**config.mk**
```make
export PLATFORM = sky130hd
export DESIGN_NAME = lc3_decode_out_queue
export DESIGN_NICKNAME = d
export VERILOG_FILES = /design/src/rtl/lc3_decode_out_queue.sv
export SDC_FILE = /design/constraint.sdc
export NUM_CORES = 1
export LEC_CHECK = 0
export BUFFER_PORTS_ARGS = -buffer_cell sky130_fd_sc_hd__clkbuf_2
export CORE_MARGIN = 5
export CORE_UTILIZATION = 40
export DETAILED_ROUTE_END_ITERATION = 12
export SLEW_MARGIN = 20
export SYNTH_ARGS = -nofsm -noshare
export SYNTH_HDL_FRONTEND = slang
export SYNTH_SLANG_ARGS = --single-unit
```
**constraint.sdc**
```tcl
create_clock -name clock -period 5 [get_ports clock]
set_input_delay 1 -clock clock [delete_from_list [all_inputs] [get_ports clock]]
set_output_delay 1 -clock clock [all_outputs]
set_load 0.01 [all_outputs]
```
**src/rtl/lc3_decode_out_queue.sv**
```systemverilog
// LC3 decode stage with a DEPTH-entry output queue toward execute.
// Each accepted instruction is decoded combinationally, stored as one bundle in
// the queue, and presented at the head under a valid/ready handshake.
module lc3_decode_out_queue #(
    parameter int unsigned XLEN  = 16,
    parameter int unsigned DEPTH = 2,
    localparam int unsigned CntW = $clog2(DEPTH + 1),
    localparam int unsigned PtrW = (DEPTH > 1) ? $clog2(DEPTH) : 1
) (
    input  logic            clock,
    input  logic            reset,
    input  logic            enable_decode,
    output logic            in_ready,
    input  logic [XLEN-1:0] IR_in,
    input  logic [XLEN-1:0] npc_in,
    input  logic            flush,
    input  logic            out_ready,
    output logic            out_valid,
    output logic            Mem_Control,
    output logic [5:0]      E_Control,
    output logic [1:0]      W_Control,
    output logic [XLEN-1:0] IR,
    output logic [XLEN-1:0] npc_out,
    output logic            illegal,
    output logic [CntW-1:0] count
);

    typedef struct packed {
        logic            mem_ctl;
        logic [5:0]      e_ctl;
        logic [1:0]      w_ctl;
        logic            ill;
        logic [XLEN-1:0] ir;
        logic [XLEN-1:0] npc;
    } entry_t;

    entry_t          mem_q [DEPTH];
    entry_t          entry_in;
    entry_t          head;
    logic [PtrW-1:0] wr_ptr_q, wr_ptr_d;
    logic [PtrW-1:0] rd_ptr_q, rd_ptr_d;
    logic [CntW-1:0] count_q, count_d;
    logic            push, pop;

    // Explicit wrap so non-power-of-two depths work.
    function automatic logic [PtrW-1:0] ptr_inc(input logic [PtrW-1:0] p);
        return (p == PtrW'(DEPTH - 1)) ? '0 : p + PtrW'(1);
    endfunction

    // Decode the incoming instruction into its control bundle.
    always_comb begin
        logic [1:0] alu;
        logic [1:0] ps1;
        logic       ps2;
        logic       op2;
        alu      = 2'b00;
        ps1      = 2'b00;
        ps2      = 1'b0;
        op2      = 1'b0;
        entry_in = '0;
        unique case (IR_in[15:12])
            4'b0001: op2 = ~IR_in[5];                          // ADD
            4'b0101: begin alu = 2'b01; op2 = ~IR_in[5]; end   // AND
            4'b1001: begin alu = 2'b10; op2 = 1'b1; end        // NOT
            4'b0000, 4'b0011, 4'b1011: begin ps1 = 2'b01; ps2 = 1'b1; end
            4'b0010, 4'b1010: begin
                ps1 = 2'b01; ps2 = 1'b1; entry_in.w_ctl = 2'd2;
            end
            4'b1110: begin ps1 = 2'b01; ps2 = 1'b1; entry_in.w_ctl = 2'd1; end
            4'b0110: begin ps1 = 2'b10; entry_in.w_ctl = 2'd2; end
            4'b0111: ps1 = 2'b10;
            4'b1100: ps1 = 2'b11;
            default: entry_in.ill = 1'b1;                      // RTI/JSR/TRAP/reserved
        endcase
        entry_in.mem_ctl = (IR_in[15:12] == 4'b1010) || (IR_in[15:12] == 4'b1011);
        entry_in.e_ctl   = {alu, ps1, ps2, op2};
        entry_in.ir      = IR_in;
        entry_in.npc     = npc_in;
    end

    assign in_ready  = (count_q != CntW'(DEPTH));
    assign out_valid = (count_q != '0);
    assign push      = enable_decode & in_ready;
    assign pop       = out_valid & out_ready;

    // Pointer and occupancy next state; flush discards everything including a push.
    always_comb begin
        wr_ptr_d = wr_ptr_q;
        rd_ptr_d = rd_ptr_q;
        count_d  = count_q;
        if (flush) begin
            wr_ptr_d = '0;
            rd_ptr_d = '0;
            count_d  = '0;
        end else begin
            if (push) wr_ptr_d = ptr_inc(wr_ptr_q);
            if (pop)  rd_ptr_d = ptr_inc(rd_ptr_q);
            if (push && !pop)      count_d = count_q + CntW'(1);
            else if (!push && pop) count_d = count_q - CntW'(1);
        end
    end

    // Queue control state with asynchronous clear.
    always_ff @(posedge clock or posedge reset) begin
        if (reset) begin
            wr_ptr_q <= '0;
            rd_ptr_q <= '0;
            count_q  <= '0;
        end else begin
            wr_ptr_q <= wr_ptr_d;
            rd_ptr_q <= rd_ptr_d;
            count_q  <= count_d;
        end
    end

    // Entry storage; stale contents are masked at the head, so no reset needed.
    always_ff @(posedge clock) begin
        if (push && !flush) mem_q[wr_ptr_q] <= entry_in;
    end

    // Head outputs are zero whenever the queue is empty.
    always_comb begin
        head = '0;
        if (out_valid) head = mem_q[rd_ptr_q];
    end

    assign Mem_Control = head.mem_ctl;
    assign E_Control   = head.e_ctl;
    assign W_Control   = head.w_ctl;
    assign IR          = head.ir;
    assign npc_out     = head.npc;
    assign illegal     = head.ill;
    assign count       = count_q;

endmodule

```
== Yosys cells after proc, flatten, opt, wreduce, memory -nomap -nowiden ==
Memory sizes are Yosys's and may differ from the RTL's.
Index checks and enable logic that the tools add are counted.
Word-level totals
  word-level logic and storage cells: 58
  memories: 1
  memory bits (writable): 84
  register bits after elaboration: 4
Cells by class
  reductions and logical operators: 17
  bitwise operators: 3
  $add $sub $neg: 4
  muxes and demuxes: 18
  eq/ne operators: 12
Memories
  mem_q: words 2, width 42, rd ports 1, clocked after memory_dff 0, wr ports 1, line 37  | entry_t mem_q [DEPTH];
Operators with widths (count)
  $mux 42: 1
  $eq 4x4->1 const B: 5
  $eq 4x3->1 const B: 3
  $reduce_or 12->1: 1
  $mux 1: 10
  $eq 4x2->1 const B: 2
  $pmux 2 s2: 2
  $mux 2: 3
  $pmux 2 s3: 1
  $reduce_bool 2->1: 3
  $reduce_or 6->1: 1
  $eq 4x1->1 const B: 1
  $logic_not 4->1: 1
  $reduce_or 2->1: 2
  $logic_and 1x1->1: 3
  $logic_not 1->1: 3
  $reduce_bool 3->1: 1
  $reduce_or 3->1: 1
  $add 1x1->1 const B: 2
  $add 2x1->2 const B: 1
  $and 1x1->1: 2
  $ne 2x2->1 const B: 1
  $pmux 1 s2: 1
  $sub 2x1->2 const B: 1
  other kinds (2): 2

== Logic depth before layout (Yosys ltp) ==
Gate-level depths: netlist (run 1).
  depth in word-level cells: 7
  mapped depth: 4
  gate-level depth less buffers: 4

== Worst setup path after synthesis (run 1) ==
OpenSTA, ideal clock, no wires.
  path type: input to register
  start point: input enable_decode
  end point: memory mem_q[1][0] (netlist bit), enable pin
  required time: 4.497 ns
  setup slack: 0.342 ns
  data arrival time: 4.155 ns
  path buffers: 0
  cell stages on the path: 2
  library setup time: 0.503 ns
  path through: nand2_1 nor3b_1
On the way
  longest elaborated chain between the ends: 4
Ends and longest elaborated chain
  start, declared: line 12  | input logic enable_decode,
  $and 1x1->1: line 83  | assign push = enable_decode & in_ready;
  $logic_and 1x1->1: line 118  | if (push && !flush) mem_q[wr_ptr_q] <= entry_in;
  $mux 1: line 118
  $mux 1 (implied by the code): line 118
  end, declared: line 37
Every way passes these cells.

== Final worst setup path (run 1) ==
  start point: register rd_ptr_q
  end point: output E_Control[1]
On the way
  longest elaborated chain between the ends: 2
Ends and longest elaborated chain
  start, declared: line 41  | logic [PtrW-1:0] rd_ptr_q, rd_ptr_d;
  start signal, assigned: line 111  | rd_ptr_q <= rd_ptr_d;
  $mem_v2 2x42
  $mux 42: line 124  | if (out_valid) head = mem_q[rd_ptr_q];
  end, declared: line 20  | output logic [5:0] E_Control,
Every way passes these cells.

==> flow_summary.json, run 1 <==
{
  "status": "finished clean",
  "fin_crit_sh_pct": 61.71,
  "reg2reg_slack_ns": 3.31,
  "insertion_delay_ns": 0.34,
  "synth-main-ff-cell": "edfxtp_1",
  "dp_hpwl_um": 4299,
  "drt_first_pass_iters": 4,
  "hold_class": "input port to asynchronous set/reset pin",
  "cts_resized": 0,
  "yosys-mux-area-fraction_pct": 12.46,
  "setup_tns_ns": 0,
  "num_io_pins": 83,
  "worst_pin_slew_ns": 0.9897,
  "syn2layout_area_growth_pct": 22.02,
  "die_x_um": 104.0,
  "gr-total-overflow": 0,
  "drcViolationCount": 0,
  "start_util_pct": 40.73,
  "syn-num-nets": 267,
  "avgSynthCellArea_um2": 15.37,
  "synthAdderAreaFrac_pct": 0,
  "cap_violations": 0,
  "cts_buffer_depth": 2,
  "cp_slowest_stage_delay_ns": 0.73,
  "antenna_found_initial": 0,
  "grt_max_degree": 44,
  "slowest_stage": "dfrtp_2",
  "drt-initial-drc-count": 107,
  "place_ws_ns": 2.243,
  "r2r_end": "mem_q[1][13]$_DFFE_PP_",
  "ys_seq_elements": 88,
  "post-route-util_pct": 49.70,
  "synth_cell_types": 24,
  "synth_top_area_share_pct": 71.36,
  "synth_top_family_by_area": "multiplexers",
  "synth_area_leaders": "edfxtp_1 (71%), mux2i_1 (12%), nor2_1 (5.0%)",
  "row_count": 34,
  "layout-drive-gt1-share_pct": 34.16,
  "async_reset_ff_share_pct": 4.545,
  "clock_sink_count": 88,
  "grt_first_pass_wirelength_um": 10570,
  "powerDensity_nw_per_um2": 368.9,
  "htree_levels": 3,
  "reg2reg_depth": 5,
  "cts_setup_buffers": 0,
  "rsz0062_at_grt": "false",
  "synth-simple-area-share_pct": 8.496,
  "start_kind": "flop",
  "nets": 354,
  "synth_compound_gate_area_share_pct": 1.982,
  "maxSlewHeadroom_pct": 33.86,
  "cts_tree": "done",
  "final.setup.worst_slack_ns": 1.915,
  "cp_data_arrival_time_ns": 2.09,
  "die_h_um": 104.0,
  "critical_path_peak_fanout": 25,
  "ctsHoldBuffers": 0,
  "hold_viol_final": 0,
  "crit_type": "flop to output port",
  "grt_usage_pct": 12.21,
  "path_clk_slew_ns": 0.08,
  "worstPathCellList": "buf_4 > mux2i_1 > nor2_1 > clkbuf_2",
  "crit_required_ns": 4.00,
  "dieArea_um2": 10820,
  "fin_crit_ns": 3.085,
  "place_congestion": 0.7143,
  "setup_viol": 0,
  "worstSetupEndpointType": "output port",
  "startpoint": "rd_ptr_q$_DFFE_PP0P_",
  "wl_per_cell_um": 15.08,
  "first_global_vias": 2174,
  "cts_buffers": 9,
  "dp_cells": 414,
  "synthCells": 230,
  "num_vias": 2057,
  "coreArea_um2": 8678,
  "synth_top_area_cell": "edfxtp_1",
  "antenna_cells": 0,
  "portBuffers": 82,
  "ir_worst_vdd_uv": 174.2,
  "via_per_inst": 4.784,
  "synth_xor_area_share_pct": 0.4956,
  "yosysMostFrequentCell": "edfxtp_1",
  "synth_common_cells": "edfxtp_1 (84), nor2_1 (47), mux2i_1 (44)",
  "clockRootBuffer": "clkbuf_8",
  "p_leak_nw": 1.627,
  "ys_seq_area_share_pct": 74.19,
  "critPathCapture": "E_Control[1]",
  "max_freq_mhz": 324.1,
  "worstReg2RegStart": "count[1]$_DFFE_PP0P_",
  "synth_area_um2": 3535,
  "fin_cells": 430,
  "yosysWarnings": 0,
  "slew_viol_final": 0,
  "synth_edf_count": 84,
  "antenna_left": 0,
  "skew_ns": 0.005473,
  "postRouteWirelength_um": 6485
}
-- how the worst min path moves through the flow --
stage | cells after the start | slack, ns | end
final | 2 | 0.51 | wr_ptr_q$_DFFE_PP0P_
after global routing | 2 | 0.51 | wr_ptr_q$_DFFE_PP0P_
after CTS | 2 | 0.51 | count[0]$_DFFE_PP0P_
after detailed placement | 2 | 0.59 | wr_ptr_q$_DFFE_PP0P_
after global placement | 2 | 0.56 | wr_ptr_q$_DFFE_PP0P_
after floorplan | 2 | 0.53 | wr_ptr_q$_DFFE_PP0P_
-- kinds of logic (layout without fill, tap and decap cells) --
family | Yosys count | after routing
DFF | 88 | 88
and+or+nand+nor | 67 | 67
muxes | 44 | 44
buffers and inverters | 16 | 108
AOI/OAI and AO/OA | 13 | 13
xor gates and xnor gates | 2 | 2
-- final cells by class --
| cell class | instances | area [um^2] |
|---|---|---|
| Fill cell | 806 | 4365 |
| Clock inverter | 7 | 120.1 |
| Multi-Input combinational cell | 126 | 843.3 |
| Inverter | 5 | 18.77 |
| Clock buffer | 9 | 123.9 |
| Sequential cell | 88 | 2624 |
| Timing Repair Buffer | 87 | 447.9 |
| Tap cell | 108 | 135.1 |
-- cells in the final DEF (no fill, tap or decap) --
cell,Yosys,layout
a21o_1,1,1
a21oi_1,7,7
buf_4,4,5
bufinv_16,0,3
clkbuf_2,0,82
clkbuf_8,0,9
clkinv_2,0,1
clkinv_4,0,2
clkinvlp_4,0,1
dfrtp_1,4,3
dfrtp_2,0,1
edfxtp_1,84,84
inv_1,4,4
inv_2,1,1
mux2i_1,44,44
nand2_1,4,4
nand2b_1,4,4
nand3_1,1,1
nand3b_1,1,1
nor2_1,47,47
nor2_4,0,1
nor2b_1,1,1
nor2b_4,1,1
nor3_1,2,1
nor3_2,0,1
nor3b_1,3,2
nor3b_2,0,1
o211ai_1,1,1
o21ai_0,4,4
or2_2,1,1
or3_1,1,1
xor2_1,2,2
-- critical path, delay by kind of cell (launching register included) --
family,cells,cell delay [ns]
flops,1,0.73
buf+inv,2,0.67
mux,1,0.28
simple gates,1,0.06
-- power by group --
| part | leakage (nW) | total, mW | internal (mW) | switching, mW |
|---|---|---|---|---|
| logic | 0.682 | 0.162 | 0.0671 | 0.0951 |
| registers | 0.826 | 0.852 | 0.837 | 0.0153 |
| clock network | 0.119 | 0.577 | 0.333 | 0.244 |
-- metal layers --
layer	vias to the layer above	GRT usage, %	wire length (um)
met4	0	4.440	45
li1	1009	-	-
met3	7	3.849	407
met5	-	0	0
met1	976	14.97	2776
met2	65	20.22	3256
-- metrics by stage --
stage	power (mW)	cell area, um^2	hold slack, ns
detailed placement	1.036	4069	0.5873
CTS	1.611	4313	0.5061
finish	1.591	4313	0.5149
floorplan	0.9689	3535	0.5297
global placement	1.033	4069	0.5641
global route	1.660	4313	0.5105
-- state kept, by name (all words and copies together) (netlist names) --
| register | flops |
|---|---|
| wr_ptr_q | 1 |
| mem_q | 84 |
| count | 2 |
| rd_ptr_q | 1 |
No activity file was read; power rests on OpenSTA's default activity.
==> inputs of run 2 (changes only) <==
Settings changed: ABC_AREA from default to 1.
Clock period 5 ns to 3.1 ns, I/O delays scaled along.
==> run 2 against run 1 <==
Synthesized cell count grew 25%; critical endpoint is now npc_out[1]; register-to-register slack lost 2.2 ns; largest cell class unchanged; core utilization shrank 0.32 points; combinational power grew to 4.0 times the previous value; cell area shrank 1.6%; clock skew grew 0.0029 ns; cell count grew 13%; worst setup slack lost 1.3 ns.
==> flow_summary.json, run 2 <==
{
  "insertion_delay_ns": 0.35,
  "place_congestion": 0.7959,
  "num_vias": 2336,
  "avgSynthCellArea_um2": 12.10,
  "fin_crit_ns": 2.469,
  "largest_register": "mem_q",
  "drt_first_pass_iters": 4,
  "status": "finished clean",
  "clockRootBuffer": "clkbuf_8",
  "netSwitchingFraction_pct": 30.53,
  "p_switching_mw": 0.8704,
  "cts_tree": "done",
  "die_x_um": 103.4,
  "gr-total-overflow": 0,
  "wl_met3_um": 390,
  "drt-initial-drc-count": 108,
  "largest_reg_flops": 84,
  "yosysMostFrequentCell": "nand2_1",
  "num_io_pins": 83,
  "reg2reg_depth": 5,
  "synth_top_area_share_pct": 72.36,
  "p_leak_nw": 1.708,
  "die_h_um": 103.4,
  "synth_xor_area_share_pct": 0,
  "start_kind": "flop",
  "met1_length_um": 3052,
  "hold_class": "input port to asynchronous set/reset pin",
  "skew_ns": 0.008342,
  "syn-num-nets": 325,
  "drcViolationCount": 0,
  "antenna_found_initial": 0,
  "first_global_vias": 2239,
  "p_int_mw": 1.980,
  "max_freq_mhz": 405.1,
  "clock_sink_count": 88,
  "start_util_pct": 40.56,
  "coreArea_um2": 8593,
  "layout.cells.most_common": "nand2_1",
  "yosysWarnings": 0,
  "via_per_inst": 4.816,
  "power_mw": 2.851,
  "wl_per_cell_um": 14.74,
  "routed.top_layer": "met4",
  "synth_common_cells": "nand2_1 (99), edfxtp_1 (84), a21oi_1 (43)",
  "postRouteWirelength_um": 7149,
  "portBuffers": 82,
  "fin_crit_sh_pct": 79.64,
  "hold_viol_final": 0,
  "yosys-mux-area-fraction_pct": 0,
  "synth_top_area_cell": "edfxtp_1",
  "row_count": 34,
  "synthCells": 288,
  "crit_required_ns": 2.48,
  "slew_viol_final": 0,
  "synth_area_um2": 3486,
  "power_frac_comb_pct": 22.9,
  "seqPwrFrac_pct": 49.7,
  "dp_hpwl_um": 4558,
  "cp_data_arrival_time_ns": 1.85,
  "synth_cell_types": 16,
  "cts_resized": 0,
  "nets": 409,
  "syn2layout_area_growth_pct": 21.72,
  "synth_top_family_by_area": "simple AND/OR/NAND/NOR gates",
  "cts_buffer_depth": 2,
  "path_clk_slew_ns": 0.08,
  "synthAdderAreaFrac_pct": 0,
  "layout-drive-gt1-share_pct": 29.71,
  "antenna_left": 0,
  "synth-simple-area-share_pct": 13.75,
  "async_reset_ff_share_pct": 4.545,
  "cts_buffers": 9,
  "grt_max_degree": 45,
  "ys_seq_area_share_pct": 75.23,
  "ys_seq_elements": 88,
  "cts_setup_buffers": 0,
  "worst_pin_slew_ns": 0.7787,
  "ir_worst_vdd_uv": 203.4,
  "crit_type": "flop to output port",
  "synth_compound_gate_area_share_pct": 7.753,
  "synth_area_leaders": "edfxtp_1 (72%), nand2_1 (11%), a21oi_1 (6.2%)",
  "rsz0062_at_grt": "false",
  "grt_first_pass_wirelength_um": 11050,
  "synth_edf_count": 84,
  "htree_levels": 3,
  "grt_usage_pct": 13.83,
  "powerDensity_nw_per_um2": 671.9,
  "mostFrequentLayoutCells": "nand2_1 (99), edfxtp_1 (84), clkbuf_2 (82)",
  "maxSlewHeadroom_pct": 48.01,
  "setup_tns_ns": 0,
  "worstSetupEndpointType": "output port",
  "ctsHoldBuffers": 0,
  "cap_violations": 0,
  "antenna_cells": 0,
  "critical_path_peak_fanout": 44,
  "setup_viol": 0,
  "synth-main-ff-cell": "edfxtp_1",
  "clkPwrFrac_pct": 27.3,
  "dieArea_um2": 10680,
  "wl_met2_um": 3595
}
run 2: changes by cell type after synthesis, moves of 3 or more:
| cell | change |
|---|---|
| nand2_1 | +95 |
| nand2b_1 | -4 |
| nor2_1 | -35 |
| nand3_1 | +4 |
| buf_2 | +6 |
| mux2i_1 | -44 |
| nand2_2 | +3 |
| nor3b_1 | -3 |
| a21oi_1 | +36 |
| buf_4 | -4 |
| inv_1 | +7 |
run 2: critical path, stage by stage (launching register included):
cell	delay [ns]
dfrtp_1	0.39
inv_2	0.57
nand2_1	0.12
a21oi_1	0.24
clkbuf_2	0.17
run 2: cell type report:
class	count	area (um^2)
flip-flops and latches	88	2623
repair buffers	86	465.4
inverters	13	48.80
clock buffers	9	123.9
fillers	791	4350
multi-input cells	174	769.5
clock inverters	7	77.57
well taps	108	135.1
run 2: logic make-up after synthesis:
kind of cell	after synthesis
AOI/OAI and AO/OA	52
buffers and inverters	26
and+or+nand+nor	122
DFF	88
run 2: layer usage:
metal	up-vias	global-route usage, %
met2	59	23.04
met1	1108	17.01
met5	-	0
met4	0	5.677
met3	8	3.823
li1	1161	-
run 2: through the flow:
step | hold WS [ns] | worst slack (ns) | cells | cell area, um^2 | utilization, %
floorplan | 0.3861 | 0.01760 | 288 | 3486 | -
global placement | 0.4965 | 0.9623 | 469 | 4041 | 47.03
detailed placement | 0.4980 | 0.9615 | 469 | 4041 | 47.03
CTS | 0.1208 | 0.6105 | 485 | 4243 | 49.37
global route | 0.1306 | 0.5051 | 485 | 4243 | 49.37
finish | 0.1355 | 0.6313 | 485 | 4243 | 49.37
run 2: worst paths after layout:
path,startpoint,end,slack [ns]
setup / recovery,rd_ptr_q$_DFFE_PP0P_,npc_out[1],0.63
hold / removal,reset,rd_ptr_q$_DFFE_PP0P_,0.14
setup reg to reg,count[0]$_DFFE_PP0P_,mem_q[0][2]$_DFFE_PP_,1.09
hold reg to reg,wr_ptr_q$_DFFE_PP0P_,wr_ptr_q$_DFFE_PP0P_,0.59
max in group asynchronous,reset,count[1]$_DFFE_PP0P_,2.80
min in group clock,IR_in[10],mem_q[0][26]$_DFFE_PP_,0.46
run 2: power by group through the flow:
stage	registers (mW)	clock network, mW	logic, mW
after floorplan	1.44	0	0.387
after global placement	1.44	0	0.665
after detailed placement	1.44	0	0.671
after CTS	1.42	0.798	0.672
after global routing	1.42	0.858	0.733
final	1.42	0.779	0.654
